File: src/rtl/datapath_sequencer.sv
// datapath_sequencer: multi-cycle control FSM that steps the datapath through fetch, decode,
// operand fetch, execute, data-memory access and write-back, one phase per state.
// Optional feature: define SEQ_PERF_CNT_EN to build the busy-cycle and retired-instruction
// counters; otherwise cycle_cnt_o and retired_cnt_o are tied to zero.
module datapath_sequencer #(
  parameter int unsigned MemTimeout = 15,  // max ready wait cycles before fault, 0 = no limit
  parameter int unsigned CntW       = 32
) (
  input  logic            clk_i,
  input  logic            rst_ni,
  input  logic            run_i,
  input  logic            is_ld_i,
  input  logic            is_st_i,
  input  logic            is_call_i,
  input  logic            is_ret_i,
  input  logic            is_wb_i,
  input  logic            is_branch_i,
  input  logic            is_halt_i,
  input  logic            imem_ready_i,
  input  logic            dmem_ready_i,
  output logic            imem_req_o,
  output logic            dmem_rd_o,
  output logic            dmem_wr_o,
  output logic            ld_ir_o,
  output logic            ld_pc_o,
  output logic [1:0]      pc_src_o,
  output logic            clr_data_o,
  output logic            ld_data_o,
  output logic            ld_alu_o,
  output logic            wr_o,
  output logic [2:0]      state_o,
  output logic            busy_o,
  output logic            fault_o,
  output logic [CntW-1:0] cycle_cnt_o,
  output logic [CntW-1:0] retired_cnt_o
);

  localparam int unsigned WaitW = (MemTimeout > 0) ? $clog2(MemTimeout + 1) : 1;

  typedef enum logic [2:0] {
    StIdle    = 3'd0,
    StFetch   = 3'd1,
    StDecode  = 3'd2,
    StOpfetch = 3'd3,
    StExec    = 3'd4,
    StMem     = 3'd5,
    StWb      = 3'd6,
    StFault   = 3'd7
  } state_e;

  // Halt is acted on in decode itself, so it is not kept past that state.
  typedef struct packed {
    logic ld;
    logic st;
    logic call;
    logic ret;
    logic wb;
    logic branch;
  } flags_t;

  state_e           state_q, state_d;
  flags_t           flags_q, flags_d;
  logic [WaitW-1:0] wait_q, wait_d;
  logic             timeout_hit;
  logic             decode_bad;
  logic             retire;
  state_e           retire_state;

  // The wait that would take the count to the limit is the expiring one.
  assign timeout_hit  = (MemTimeout != 0) && ((32'(wait_q) + 32'd1) >= MemTimeout);
  assign decode_bad   = (is_ld_i & is_st_i) | (is_call_i & is_ret_i);
  assign retire_state = run_i ? StFetch : StIdle;

  // State, latched decoder flags and memory wait counter.
  always_ff @(posedge clk_i or negedge rst_ni) begin
    if (!rst_ni) begin
      state_q <= StIdle;
      flags_q <= '0;
      wait_q  <= '0;
    end else begin
      state_q <= state_d;
      flags_q <= flags_d;
      wait_q  <= wait_d;
    end
  end

  // Next-state logic; ready is checked before timeout so a late ready still wins.
  always_comb begin
    state_d = state_q;
    flags_d = flags_q;
    wait_d  = '0;
    unique case (state_q)
      StIdle: begin
        if (run_i) state_d = StFetch;
      end
      StFetch: begin
        if (imem_ready_i) begin
          state_d = StDecode;
        end else begin
          wait_d = wait_q + WaitW'(1);
          if (timeout_hit) state_d = StFault;
        end
      end
      StDecode: begin
        flags_d = '{ld: is_ld_i, st: is_st_i, call: is_call_i, ret: is_ret_i,
                    wb: is_wb_i, branch: is_branch_i};
        if (decode_bad)     state_d = StFault;
        else if (is_halt_i) state_d = StIdle;
        else                state_d = StOpfetch;
      end
      StOpfetch: state_d = StExec;
      StExec: begin
        if (flags_q.ld || flags_q.st)        state_d = StMem;
        else if (flags_q.wb || flags_q.call) state_d = StWb;
        else                                 state_d = retire_state;
      end
      StMem: begin
        if (dmem_ready_i) begin
          state_d = flags_q.ld ? StWb : retire_state;
        end else begin
          wait_d = wait_q + WaitW'(1);
          if (timeout_hit) state_d = StFault;
        end
      end
      StWb:    state_d = retire_state;
      StFault: state_d = StFault;
      default: state_d = StFault;
    endcase
  end

  // Control outputs decoded from state, latched flags and the ready handshakes.
  always_comb begin
    imem_req_o = 1'b0;
    dmem_rd_o  = 1'b0;
    dmem_wr_o  = 1'b0;
    ld_ir_o    = 1'b0;
    clr_data_o = 1'b0;
    ld_data_o  = 1'b0;
    ld_alu_o   = 1'b0;
    wr_o       = 1'b0;
    retire     = 1'b0;
    pc_src_o   = 2'd0;
    unique case (state_q)
      StFetch: begin
        imem_req_o = 1'b1;
        ld_ir_o    = imem_ready_i;
      end
      StDecode:  clr_data_o = 1'b1;
      StOpfetch: ld_data_o  = 1'b1;
      StExec: begin
        ld_alu_o = 1'b1;
        retire   = ~(flags_q.ld | flags_q.st | flags_q.wb | flags_q.call);
      end
      StMem: begin
        dmem_rd_o = flags_q.ld;
        dmem_wr_o = flags_q.st;
        retire    = dmem_ready_i & ~flags_q.ld;
      end
      StWb: begin
        wr_o   = 1'b1;
        retire = 1'b1;
      end
      default: ;
    endcase
    if (retire) begin
      if (flags_q.ret)                       pc_src_o = 2'd2;
      else if (flags_q.branch | flags_q.call) pc_src_o = 2'd1;
      else                                    pc_src_o = 2'd0;
    end
  end

  assign ld_pc_o = retire;
  assign state_o = state_q;
  assign busy_o  = (state_q != StIdle) && (state_q != StFault);
  assign fault_o = (state_q == StFault);

`ifdef SEQ_PERF_CNT_EN
  logic [CntW-1:0] cycle_cnt_q, retired_cnt_q;

  // Busy-cycle and retired-instruction counters, wrapping naturally.
  always_ff @(posedge clk_i or negedge rst_ni) begin
    if (!rst_ni) begin
      cycle_cnt_q   <= '0;
      retired_cnt_q <= '0;
    end else begin
      if (busy_o) cycle_cnt_q   <= cycle_cnt_q + CntW'(1);
      if (retire) retired_cnt_q <= retired_cnt_q + CntW'(1);
    end
  end

  assign cycle_cnt_o   = cycle_cnt_q;
  assign retired_cnt_o = retired_cnt_q;
`else
  assign cycle_cnt_o   = '0;
  assign retired_cnt_o = '0;
`endif

endmodule

File: config.mk
export PLATFORM = sky130hd
export DESIGN_NAME = datapath_sequencer
export DESIGN_NICKNAME = d
export VERILOG_FILES = /design/src/rtl/datapath_sequencer.sv
export SDC_FILE = /design/constraint.sdc
export NUM_CORES = 1
export LEC_CHECK = 0
export BUFFER_PORTS_ARGS = -buffer_cell sky130_fd_sc_hd__buf_2
export CORE_MARGIN = 10
export CORE_UTILIZATION = 30
export CTS_CLUSTER_SIZE = 16
export DETAILED_ROUTE_END_ITERATION = 6
export PLACE_DENSITY = 0.59
export SLEW_MARGIN = 10
export SYNTH_ARGS = -nofsm -noshare
export SYNTH_HDL_FRONTEND = slang
export SYNTH_SLANG_ARGS = --single-unit
export TNS_END_PERCENT = 10
File: constraint.sdc
create_clock -name clk_i -period 1.8 [get_ports clk_i]
set_input_delay 0.18 -clock clk_i [delete_from_list [all_inputs] [get_ports clk_i]]
set_output_delay 0.18 -clock clk_i [all_outputs]
set_load 0.01 [all_outputs]
; After elaboration in Yosys (flattened, before gate mapping)
; Cells that the tools add are included.
; Widths: inputs -> output; s select.
[word_totals]
register_bits = 13
latch_bits = 0
ramBits = 0
mem_bits_ro = 0
inputBits = 12
out_inout_bits = 80
n_memories = 0
[op_classes]
n_addsub = 2
multipliers = 0
n_div = 0
magnitude_cmp = 1
n_eq_ne = 9
n_shift = 0
n_mux = 26
n_bitwise = 10
n_reduce_logical = 5
[ops]
columns = operator, count
row1 = $mux 3, 8
row2 = $pmux 3 s8, 1
row3 = $eq 3x3->1 const B, 4
row4 = $mux 1, 10
row5 = $mux 4, 2
row6 = $pmux 4 s2, 1
row7 = $eq 3x2->1 const B, 2
row8 = $mux 2, 3
row9 = $add 4x1->5 const B, 1
row10 = $ge 5x4->1 const B, 1
row11 = $or 1x1->1, 5
row12 = $add 4x1->4 const B, 1
row13 = $and 1x1->1, 3
row14 = $eq 3x1->1 const B, 1
row15 = $logic_not 3->1, 1
row16 = $ne 3x3->1 const B, 1
row17 = $pmux 1 s3, 1
row18 = $reduce_bool 3->1, 1
row19 = $logic_or 1x1->1, 2
row20 = $ne 2x2->1 const B, 1
row21 = $not 1->1, 2
row22 = $logic_and 1x1->1, 1

; Logic depth before layout (Yosys ltp)
[logic_depth]
depth_word = 6
ltp_mapped = 7
ltp_nobuf = 7

; Worst setup path before layout
; No wires, ideal clock.
[synth_path]
kind = register -> output
start = register state_q[1] (netlist: state_o[1])
end = output pc_src_o[0]
t_arrival_ps = 1245
path_slack_ps = 375
stages_incl_launch_ff = 6
n_path_buf = 1
path_cell_list = dfrtp_1 -> buf_4 -> o21ai_1 -> nand2_1 -> nor2_2 -> nor3b_2
[synth_via]
elab_chain_len = 3
[synth_rtl]
columns = element, line
row1 = start: declaration, 61  ; state_e state_q, state_d;
row2 = start signal: assignment, 77  ; state_q <= StIdle;
row3 = start signal: assignment, 81  ; state_q <= state_d;
row4 = $eq 3x3->1, 143  ; unique case (state_q)
row5 = $pmux 1 s3 *, 143
row6 = net ld_pc_o, 25  ; output logic ld_pc_o,
row7 = $mux 2 *, 165  ; if (retire) begin
row8 = end: declaration, 26  ; output logic [1:0] pc_src_o,
; The timed path passes the listed nets; every way through them passes the cells marked *.

; Final worst setup path
[layout_path]
start = register flags_q[5] (netlist bit)
end = output pc_src_o[0]
[layout_via]
elab_chain_len = 6
[layout_rtl]
columns = element, line
row1 = start: declaration, 62  ; flags_t flags_q, flags_d;
row2 = start signal: assignment, 82  ; flags_q <= flags_d;
row3 = $or 1x1->1 (3 in a row), 152  ; retire = ~(flags_q.ld | flags_q.st | flags_q.wb | flags_q.call);
row4 = $not 1->1, 152
row5 = $pmux 1 s3 *, 143
row6 = $mux 2 *, 165
; Mark *: on every way between the ends. The rest lies on a longest branch, timed or not.

==> flow_summary.yaml <==
status:
  status: "complete, no violations"
power:
  p_sw_share_pct: 46.7
  cell_internal_pwr_uw: 1030
  p_leak_uw: 0.000727
  p_comb_share_pct: 55.4
  finalPower_uw: 1930
  switchingPower_uw: 900
  powerDensity_mw_per_mm2: 1410
  p_clk_share_pct: 13.5
  seqPwrFrac_pct: 31.2
  vdd_ir_drop_max_mv: 0.501
sta:
  period_share_pct: 95.0
  hold_viol: 0
  max_freq_mhz: 585
  finalMaxSlewViolations: 0
  setup_viol: 0
  fin_skew_ns: 0.000702
  tns_ns: 0
  fin_crit_ns: 1.71
finish:
  area_growth_pct: 1.58
  finish.utilization_pct: 31.4
  stdcell_area_mm2: 0.00137
  fin_nets: 204
  diodes: 0
  layout_commonest_cell: "conb_1"
  mostFrequentLayoutCells: "64 x conb_1, 27 x buf_2, 14 x nor2_1"
  drive_gt1_share_pct: 24.9
clock_network:
  numCtsBuffers: 3
  cts_num_sinks: 13
  clk_path_buf_depth: 2
  worstSkewPairLatency_ns: 0.24
  cts_max_level: 1
  cts_root_buf: "clkbuf_8"
  clk_pin_slew_ns: 0.06
  cts_tree: "built"
detailed_routing:
  vias: 933
  vias_per_cell: 3.87
  post-route-drc-count: 0
  dr.pass1.iters: 5
  routed_wl_um: 3110
  wl_per_cell_um: 12.9
  ant_nets: 0
  drt_iter0_markers: 56
global_route:
  grt_max_degree: 18
  grt_pass1_vias: 911
  track_usage_pct: 7.23
  grt_overflow: 0
  antenna_found_initial: 1
  grt_pass1_wl_um: 4640
floorplanning:
  start_util_pct: 30.9
  row_count: 24
  die_h_um: 87.0
  io_pins: 92
  core_area_mm2: 0.00435
  dieArea_mm2: 0.00756
  die_w_um: 87.0
worst_setup_path:
  r2r_start: "wait_q[0]$_DFF_PN0_"
  rr_endpoint: "state_o[2]$_DFFE_PN0P_"
  r2r_slack_ns: 0.19
  required_ns: 1.62
  r2r_cells: 7
  critPathBufInv: 1
  crit_chain: "nor4_2, nor3_1, nor2_2, nor3b_2, buf_2"
  cp-start-kind: "flop"
  slowest_stage: "dfrtp_2"
  crit_family: "simple AND/OR/NAND/NOR gates"
  arrival_ns: 1.53
  end_kind: "output port"
  critPathKind: "reg2out"
  worstPathMaxFanout: 6
  critPathMaxStageDelay_ns: 0.45
synthesis:
  synth_edf_count: 0
  synth_ff_type: "dfrtp_1"
  synth.distinct_cells: 39
  yosys_warnings: 0
  syn_area_mm2: 0.00135
  synthArstFlopShare_pct: 100
  ys_seq_elements: 13
  avgSynthCellArea_um2: 8.46
  synth_cells: 159
  synth_seq_area_share_pct: 24.2
placed_design:
  port_buffers: 27
  dpl.hpwl_um: 2660
  gp_congestion: 0.782
  place_area_mm2: 0.00129
job:
  cap_violations: 0
worst_hold_path:
  min_from: "is_branch_i"
  hold_class: "in2reg"
  hold_path_depth: 2
  hold_end: "flags_q[0]$_DFFE_PN0P_"
per-layer routing:
metal  global-route usage [%]  up-vias  part of all wire, %
li1                         -      452                    -
met1                     8.44      417                   38
met2                     11.0       62                   43
met3                     4.59        2                   18
met4                     1.33        0                 0.51
met5                        0        -                    0
worst register-to-register path, cell delays in order (launching register included):
cell,delay [ns]
dfrtp_1,0.39
inv_1,0.08
ha_1,0.22
o21ai_0,0.16
o21ai_0,0.11
a21o_1,0.17
a21oi_1,0.24
o21ai_1,0.12
worst max path at each step:
stage                                 from                endpoint  slack, ns  cells past startpoint
floorplan           state_o[1]$_DFFE_PN0P_             pc_src_o[0]       0.38                      5
global placement    flags_q[5]$_DFFE_PN0P_             pc_src_o[0]       0.21                      5
detailed placement     wait_q[0]$_DFF_PN0_  state_o[2]$_DFFE_PN0P_       0.23                      7
CTS                 flags_q[5]$_DFFE_PN0P_             pc_src_o[0]       0.04                      5
global route        flags_q[5]$_DFFE_PN0P_             pc_src_o[0]      -0.03                      5
finish              flags_q[5]$_DFFE_PN0P_             pc_src_o[0]       0.09                      5
state kept, by name (all words and copies together) (netlist names):
| name | count |
|---|---|
| flags_q | 6 |
| wait_q | 4 |
| state_o | 3 |
synthesized netlist by cell type (all sizes together), types with 2 or more instances:
| cell type | n | area, um2 |
|---|---|---|
| nand2 | 9 | 33.8 |
| buf | 68 | 509 |
| and2 | 2 | 12.5 |
| ha | 2 | 25.0 |
| o21bai | 2 | 15.0 |
| o211ai | 2 | 20.0 |
| mux2 | 6 | 67.6 |
| and3 | 2 | 17.5 |
| nor3b | 2 | 20.0 |
| nand3 | 2 | 10.0 |
| o21ai | 6 | 30.0 |
| nor2 | 17 | 90.1 |
| dfrtp | 13 | 325 |
| inv | 2 | 7.50 |
| nor3 | 4 | 25.0 |
| nand2b | 4 | 27.5 |
| a21oi | 6 | 30.0 |
logic make-up after synthesis:
kind of cell / count (synthesis) / synth area share (%)
AOI/OAI and AO/OA: 21 / 10.2
xor gates and xnor gates: 2 / 1.30
muxes: 6 / 5.02
other: 1 / 0.279
DFF: 13 / 24.2
buffers and inverters: 70 / 38.4
and+or+nand+nor: 44 / 18.7
adders and majority gates: 2 / 1.86
cell type report:
class | count | area [um2]
tap | 52 | 65.1
multi-input combinational | 139 | 753
timing repair buffer | 31 | 168
inverter | 2 | 7.51
fill | 471 | 2990
clock buffer | 4 | 45.0
sequential | 13 | 328
per-stage QoR:
step,hold WS [ns],worst slack [ns],instances
after floorplan,-0.116,0.375,222
after global routing,0.171,-0.0273,241
after CTS,0.165,0.0446,240
after detailed placement,0.0858,0.228,235
after global placement,0.0870,0.213,235
final,0.169,0.0895,241
power by group through the flow:
| stage | combinational, uW | sequential, uW | clock [uW] |
|---|---|---|---|
| 2_1_floorplan | 885 | 544 | 0 |
| 3_3_place_gp | 1040 | 579 | 0 |
| 3_5_place_dp | 1030 | 584 | 0 |
| 4_1_cts | 1040 | 580 | 265 |
| 5_1_grt | 1190 | 624 | 281 |
| 6_report | 1070 | 600 | 259 |
repair_timing:
action | 4_1_cts | 5_1_grt
buffers inserted | 0 | 1
endpoints found under the setup margin | 0 | 2
hold endpoints to repair | 13 | 0
hold buffers | 1 | 0
gates resized for setup | 0 | 4
Power figures use the tool's default switching activity.
